## config.mk

```make
export PLATFORM = sky130hd
export DESIGN_NAME = frame_writer
export DESIGN_NICKNAME = d
export VERILOG_FILES = /design/src/rtl/frame_writer.sv
export SDC_FILE = /design/constraint.sdc
export NUM_CORES = 1
export LEC_CHECK = 0
export ABC_AREA = 1
export CAP_MARGIN = 20
export CORE_MARGIN = 4
export CORE_UTILIZATION = 35
export DETAILED_ROUTE_END_ITERATION = 7
export PLACE_DENSITY_LB_ADDON = 0.2
export SYNTH_ARGS = -nofsm -noshare
export SYNTH_HDL_FRONTEND = slang
export SYNTH_SLANG_ARGS = --single-unit
```

## constraint.sdc

```tcl
create_clock -name gpu_clk_150 -period 2.1 [get_ports gpu_clk_150]
set_input_delay 0.315 -clock gpu_clk_150 [delete_from_list [all_inputs] [get_ports gpu_clk_150]]
set_output_delay 0.315 -clock gpu_clk_150 [all_outputs]
set_load 0.1 [all_outputs]
```

## src/rtl/frame_writer.sv

```systemverilog
// Double-buffered frame store writer: rasterises fill/clear rectangles at one pixel per clock and swaps buffers on the vsync falling edge.
// First write lands 1 cycle after accept; cmd_ready is low whenever the engine is not IDLE.
module frame_writer #(
    parameter int H_RES       = 320,
    parameter int V_RES       = 240,
    parameter int SYNC_STAGES = 2
) (
    input  logic       gpu_clk_150,
    input  logic       reset,
    input  logic       cmd_valid,
    output logic       cmd_ready,
    input  logic [1:0] cmd_op,
    input  logic [9:0] cmd_x0,
    input  logic [9:0] cmd_y0,
    input  logic [9:0] cmd_x1,
    input  logic [9:0] cmd_y1,
    input  logic [3:0] cmd_color,
    input  logic       vga_vs,
    output logic [9:0] gpu_x,
    output logic [9:0] gpu_y,
    output logic [3:0] gpu_data,
    output logic       gpu_we,
    output logic       buffer_select,
    output logic       busy
);

    localparam logic [1:0] OP_FILL  = 2'b00;
    localparam logic [1:0] OP_CLEAR = 2'b01;
    localparam logic [1:0] OP_SWAP  = 2'b10;
    localparam logic [9:0] X_MAX    = 10'(H_RES - 1);
    localparam logic [9:0] Y_MAX    = 10'(V_RES - 1);

    typedef enum logic [1:0] {
        S_IDLE    = 2'd0,
        S_FILL    = 2'd1,
        S_WAIT_VS = 2'd2
    } state_t;

    state_t                 state_q, state_d;
    logic [9:0]             x_q, x_d;
    logic [9:0]             y_q, y_d;
    logic [3:0]             data_q, data_d;
    logic                   we_q, we_d;
    logic [9:0]             x0_q, x0_d;
    logic [9:0]             x1c_q, x1c_d;
    logic [9:0]             y1c_q, y1c_d;
    logic                   bs_q, bs_d;
    logic [SYNC_STAGES-1:0] vs_sync_q;
    logic                   vs_prev_q;
    logic                   vs_fall;

    logic [9:0] rx0, ry0, rx1, ry1, cx1, cy1;
    logic       rect_empty;

    // vga_vs idles high, so the synchroniser resets to 1 to avoid a false edge after reset.
    always_ff @(posedge gpu_clk_150 or negedge reset) begin
        if (!reset) begin
            vs_sync_q <= '1;
            vs_prev_q <= 1'b1;
        end else begin
            vs_sync_q <= {vs_sync_q[SYNC_STAGES-2:0], vga_vs};
            vs_prev_q <= vs_sync_q[SYNC_STAGES-1];
        end
    end

    assign vs_fall = vs_prev_q & ~vs_sync_q[SYNC_STAGES-1];

    // Clear is simply a fill of the whole frame; clipping applies to both.
    always_comb begin
        rx0 = cmd_x0;
        ry0 = cmd_y0;
        rx1 = cmd_x1;
        ry1 = cmd_y1;
        if (cmd_op == OP_CLEAR) begin
            rx0 = '0;
            ry0 = '0;
            rx1 = X_MAX;
            ry1 = Y_MAX;
        end
        cx1        = (rx1 > X_MAX) ? X_MAX : rx1;
        cy1        = (ry1 > Y_MAX) ? Y_MAX : ry1;
        rect_empty = (rx0 > cx1) || (ry0 > cy1);
    end

    always_comb begin
        state_d = state_q;
        x_d     = x_q;
        y_d     = y_q;
        data_d  = data_q;
        we_d    = 1'b0;
        x0_d    = x0_q;
        x1c_d   = x1c_q;
        y1c_d   = y1c_q;
        bs_d    = bs_q;
        unique case (state_q)
            S_IDLE: begin
                if (cmd_valid) begin
                    if ((cmd_op == OP_FILL || cmd_op == OP_CLEAR) && !rect_empty) begin
                        state_d = S_FILL;
                        x_d     = rx0;
                        y_d     = ry0;
                        data_d  = cmd_color;
                        we_d    = 1'b1;
                        x0_d    = rx0;
                        x1c_d   = cx1;
                        y1c_d   = cy1;
                    end else if (cmd_op == OP_SWAP) begin
                        state_d = S_WAIT_VS;
                    end
                end
            end
            S_FILL: begin
                // Outputs currently show a write; decide whether another follows.
                if (x_q == x1c_q && y_q == y1c_q) begin
                    state_d = S_IDLE;
                end else begin
                    we_d = 1'b1;
                    if (x_q == x1c_q) begin
                        x_d = x0_q;
                        y_d = y_q + 10'd1;
                    end else begin
                        x_d = x_q + 10'd1;
                    end
                end
            end
            S_WAIT_VS: begin
                if (vs_fall) begin
                    bs_d    = ~bs_q;
                    state_d = S_IDLE;
                end
            end
            default: state_d = S_IDLE;
        endcase
    end

    always_ff @(posedge gpu_clk_150 or negedge reset) begin
        if (!reset) begin
            state_q <= S_IDLE;
            x_q     <= '0;
            y_q     <= '0;
            data_q  <= '0;
            we_q    <= 1'b0;
            x0_q    <= '0;
            x1c_q   <= '0;
            y1c_q   <= '0;
            bs_q    <= 1'b0;
        end else begin
            state_q <= state_d;
            x_q     <= x_d;
            y_q     <= y_d;
            data_q  <= data_d;
            we_q    <= we_d;
            x0_q    <= x0_d;
            x1c_q   <= x1c_d;
            y1c_q   <= y1c_d;
            bs_q    <= bs_d;
        end
    end

    assign cmd_ready     = (state_q == S_IDLE);
    assign busy          = (state_q != S_IDLE);
    assign gpu_x         = x_q;
    assign gpu_y         = y_q;
    assign gpu_data      = data_q;
    assign gpu_we        = we_q;
    assign buffer_select = bs_q;

endmodule

```

==> results.ini <==
[run_status]
status=finished, violations left
failed_checks=setup timing

[pwr]
seq_power_share=0.244
combPwrFrac=0.596
vdd_ir_drop_max_mv=0.756
internal-power_uw=4360
p_sw_frac=0.528
clock_power_share=0.160
p_switching_uw=4890
p_leak_uw=0.00332
powerDensity_nw_per_um2=1420

[yosys]
synth_area_um2=4170
synth_warnings=0
synth_area_per_cell_um2=6.93
yosysTopAreaCell=dfrtp_1
yosysTopAreaCellShare=0.348
ys_seq_area_frac=0.367
synth_area_leaders=dfrtp_1 (35%), nand2_1 (17%), ha_1 (6.6%)
ys_ff_latch=61
ys_types=36
syn-instance-count=601

[clock_network]
htree_levels=3
cts-root-buf=clkbuf_16
cts_tree=done
path_clk_slew_ps=50
cts.sinks=61
clock_latency_ps=330
cts_buffer_depth=2
numCtsBuffers=9

[setup_path]
crit_chain=buf_8 > nand2_8 > inv_8 > or2_1 > nand2_1 > o21ai_2 > nor2_2 > inv_4 > nor2_4 > ha_4 > a21oi_2 > nand2_1 > nand2_1 > nand3_2 > nand2_2 > nand3_4 > nor2_4 > buf_12 > inv_12 > clkbuf_16 > nand2_1 > o21ai_1
reg2reg_slack_ps=160
critPathTopFamily=simple AND/OR/NAND/NOR gates
end_kind=flop
cp.depth=22
cp-startpoint=cmd_op[0]
cp-start-kind=input port
cpMostUsedCell=nand2_1
r2r-start=gpu_x[2]$_DFFE_PN0P_
rr_endpoint=gpu_y[1]$_DFFE_PN0P_
cp_data_required_time_ps=2320
r2r_cells=12
crit_type=input port to flop
cp_max_fo=10
critical_path_buf_inv_count=6
critPathSlowestCell=ha_4
arrival_ps=2770
max_stage_delay_ps=230

[routing]
final_antenna_net_count=0
totalWireLength_um=13600
first_iter_violations=275
via_per_inst=4.87
vias=4426
first_pass_iters=4
drc_errors=0
wl_per_cell_um=14.9

[timing]
fmax_mhz=391
rsz0062_at_grt=true
setup_viol=57
fin_crit_sh=1.22
fin_tns_setup_ps=-21900
fin_skew_ps=7.75
relSlewSlack=0.565
hold_viol=0
min_period_ps=2560
setup_ws_ps=-456
drv_slew=0
worst_pin_slew_ps=653

[floorplan]
rows=39
die_width_um=117
ios=78
die_area_um2=13700
die_y_um=117
core_um2=11500
initial_core_util=0.362

[global_route]
grt_pass1_wl_um=21700
antenna_found_initial=0
grtUsageTotal=0.203
grt_max_degree=29
met3_usage=0.0391
use_met1=0.301
gr-total-overflow=0
busiest_layer=met2
grt_pass1_vias=4319
met2_usage=0.307

[final_layout]
finish.utilization=0.568
multi_input_comb_area_um2=2620
n_fill_cell=1050
seq_area_um2=1530
layout.nets=833
area_delta_synth_final_pct=57.0
drive_above_1_share=0.313
diodes=0

[run]
cap_violations=0

[hold_path]
hold_path_class=input port to asynchronous set/reset pin

[place]
port_buffers=77
place_hpwl_um=9840
place_congestion=0.862

Yosys cell counts:
cell        n
nand4_1     5
buf_4       2
nor3_1      1
o21ai_1    36
buf_1       1
nor2_2      3
conb_1      1
nor2_1     68
a21o_1      1
a21oi_1    11
nand3_1    41
o211ai_1    1
xnor2_1     8
or2_2       2
nand3_4     1
a21oi_2     1
a22o_1      1
inv_1      62
xor2_1      7
nor3_2      1
nor2_4      4
nand3_2     3
dfstp_2     3
buf_2      10
or2_1       1
nand2_2     1
o22ai_1     2
inv_2      13
ha_1       22
nand2_4     1
nand2_1   193
o21ai_0    19
buf_6       2
dfrtp_1    58
o21bai_1   11
clkbuf_1    4
how the worst max path moves through the flow:
stage                                       to  slack, ps
final                     y1c_q[7]$_DFFE_PN0P_       -460
after global routing      y1c_q[7]$_DFFE_PN0P_       -600
after CTS                 gpu_y[7]$_DFFE_PN0P_       -350
after detailed placement  x1c_q[3]$_DFFE_PN0P_      -1390
after global placement    gpu_x[4]$_DFFE_PN0P_      -1300
after floorplan           gpu_x[2]$_DFFE_PN0P_       -450
per-stage QoR:
stage	area, um2	worst slack (ps)	instances	total power, uW	hold WS (ps)
2_1_floorplan	4290	-451	603	5980	19.4
3_3_place_gp	5590	-1300	871	7270	350
3_5_place_dp	5590	-1390	871	7360	348
4_1_cts	6250	-349	904	9110	33.9
5_1_grt	6540	-596	909	9850	60.5
6_report	6540	-456	909	9250	14.4
power by group through the flow:
stage / logic, uW / clock network (uW) / registers, uW
after detailed placement: 5120 / 0 / 2230
final: 5520 / 1480 / 2260
after global placement: 5040 / 0 / 2230
after CTS: 5370 / 1490 / 2250
after global routing: 5950 / 1550 / 2350
after floorplan: 2330 / 0 / 3640
what timing repair did:
action,CTS,global route
cloned,3,3
setup buffers,14,5
hold buffers,0,0
gates resized for setup,71,52
pin swaps,34,19
endpoints found under the setup margin,57,57
layout make-up:
type | instances | area share
timing repair buffer | 166 | 0.244
sequential | 61 | 0.234
tap | 143 | 0.0274
multi-input combinational | 448 | 0.401
clock buffer | 11 | 0.0371
inverter | 75 | 0.0484
clock inverter | 5 | 0.00766
state kept, by name, summed over array words and instances, names as in the netlist:
signal         flops
gpu_x             10
gpu_y             10
x0_q              10
x1c_q             10
y1c_q             10
gpu_data           4
state_q            2
vs_sync_q          2
buffer_select      1
gpu_we             1
vs_prev_q          1
placed cells by master (no fill, tap or decap), types with 17 or more instances in the layout:
| cell type | Yosys | final |
|---|---|---|
| nand2_1 | 193 | 170 |
| buf_4 | 2 | 97 |
| inv_1 | 62 | 60 |
| dfrtp_1 | 58 | 58 |
| nor2_1 | 68 | 51 |
| clkdlybuf4s50_1 | 0 | 38 |
| o21ai_1 | 36 | 32 |
| nand3_1 | 41 | 25 |
| nand2_2 | 1 | 20 |
| nand3_2 | 3 | 18 |
| o21ai_0 | 19 | 17 |
| ha_1 | 22 | 17 |
cells by family (layout without fill, tap and decap cells):
family,after synthesis,after routing,share of synthesized area
and+or+nand+nor,325,325,0.331
AOI/OAI and AO/OA,83,83,0.110
adders and majority gates,22,22,0.0661
DFF,61,61,0.367
buffers and inverters,94,257,0.0931
other,1,3,0.000900
xor gates and xnor gates,15,15,0.0315
layer usage:
layer  vias to the layer above  share of wire  routed length [um]
met4                         0          0.010                 141
met2                       135           0.45                6100
met3                        10          0.062                 835
met5                         -              0                   0
li1                       2227              -                   -
met1                      2054           0.48                6480
Note: power is estimated with default switching activity, not from simulation.
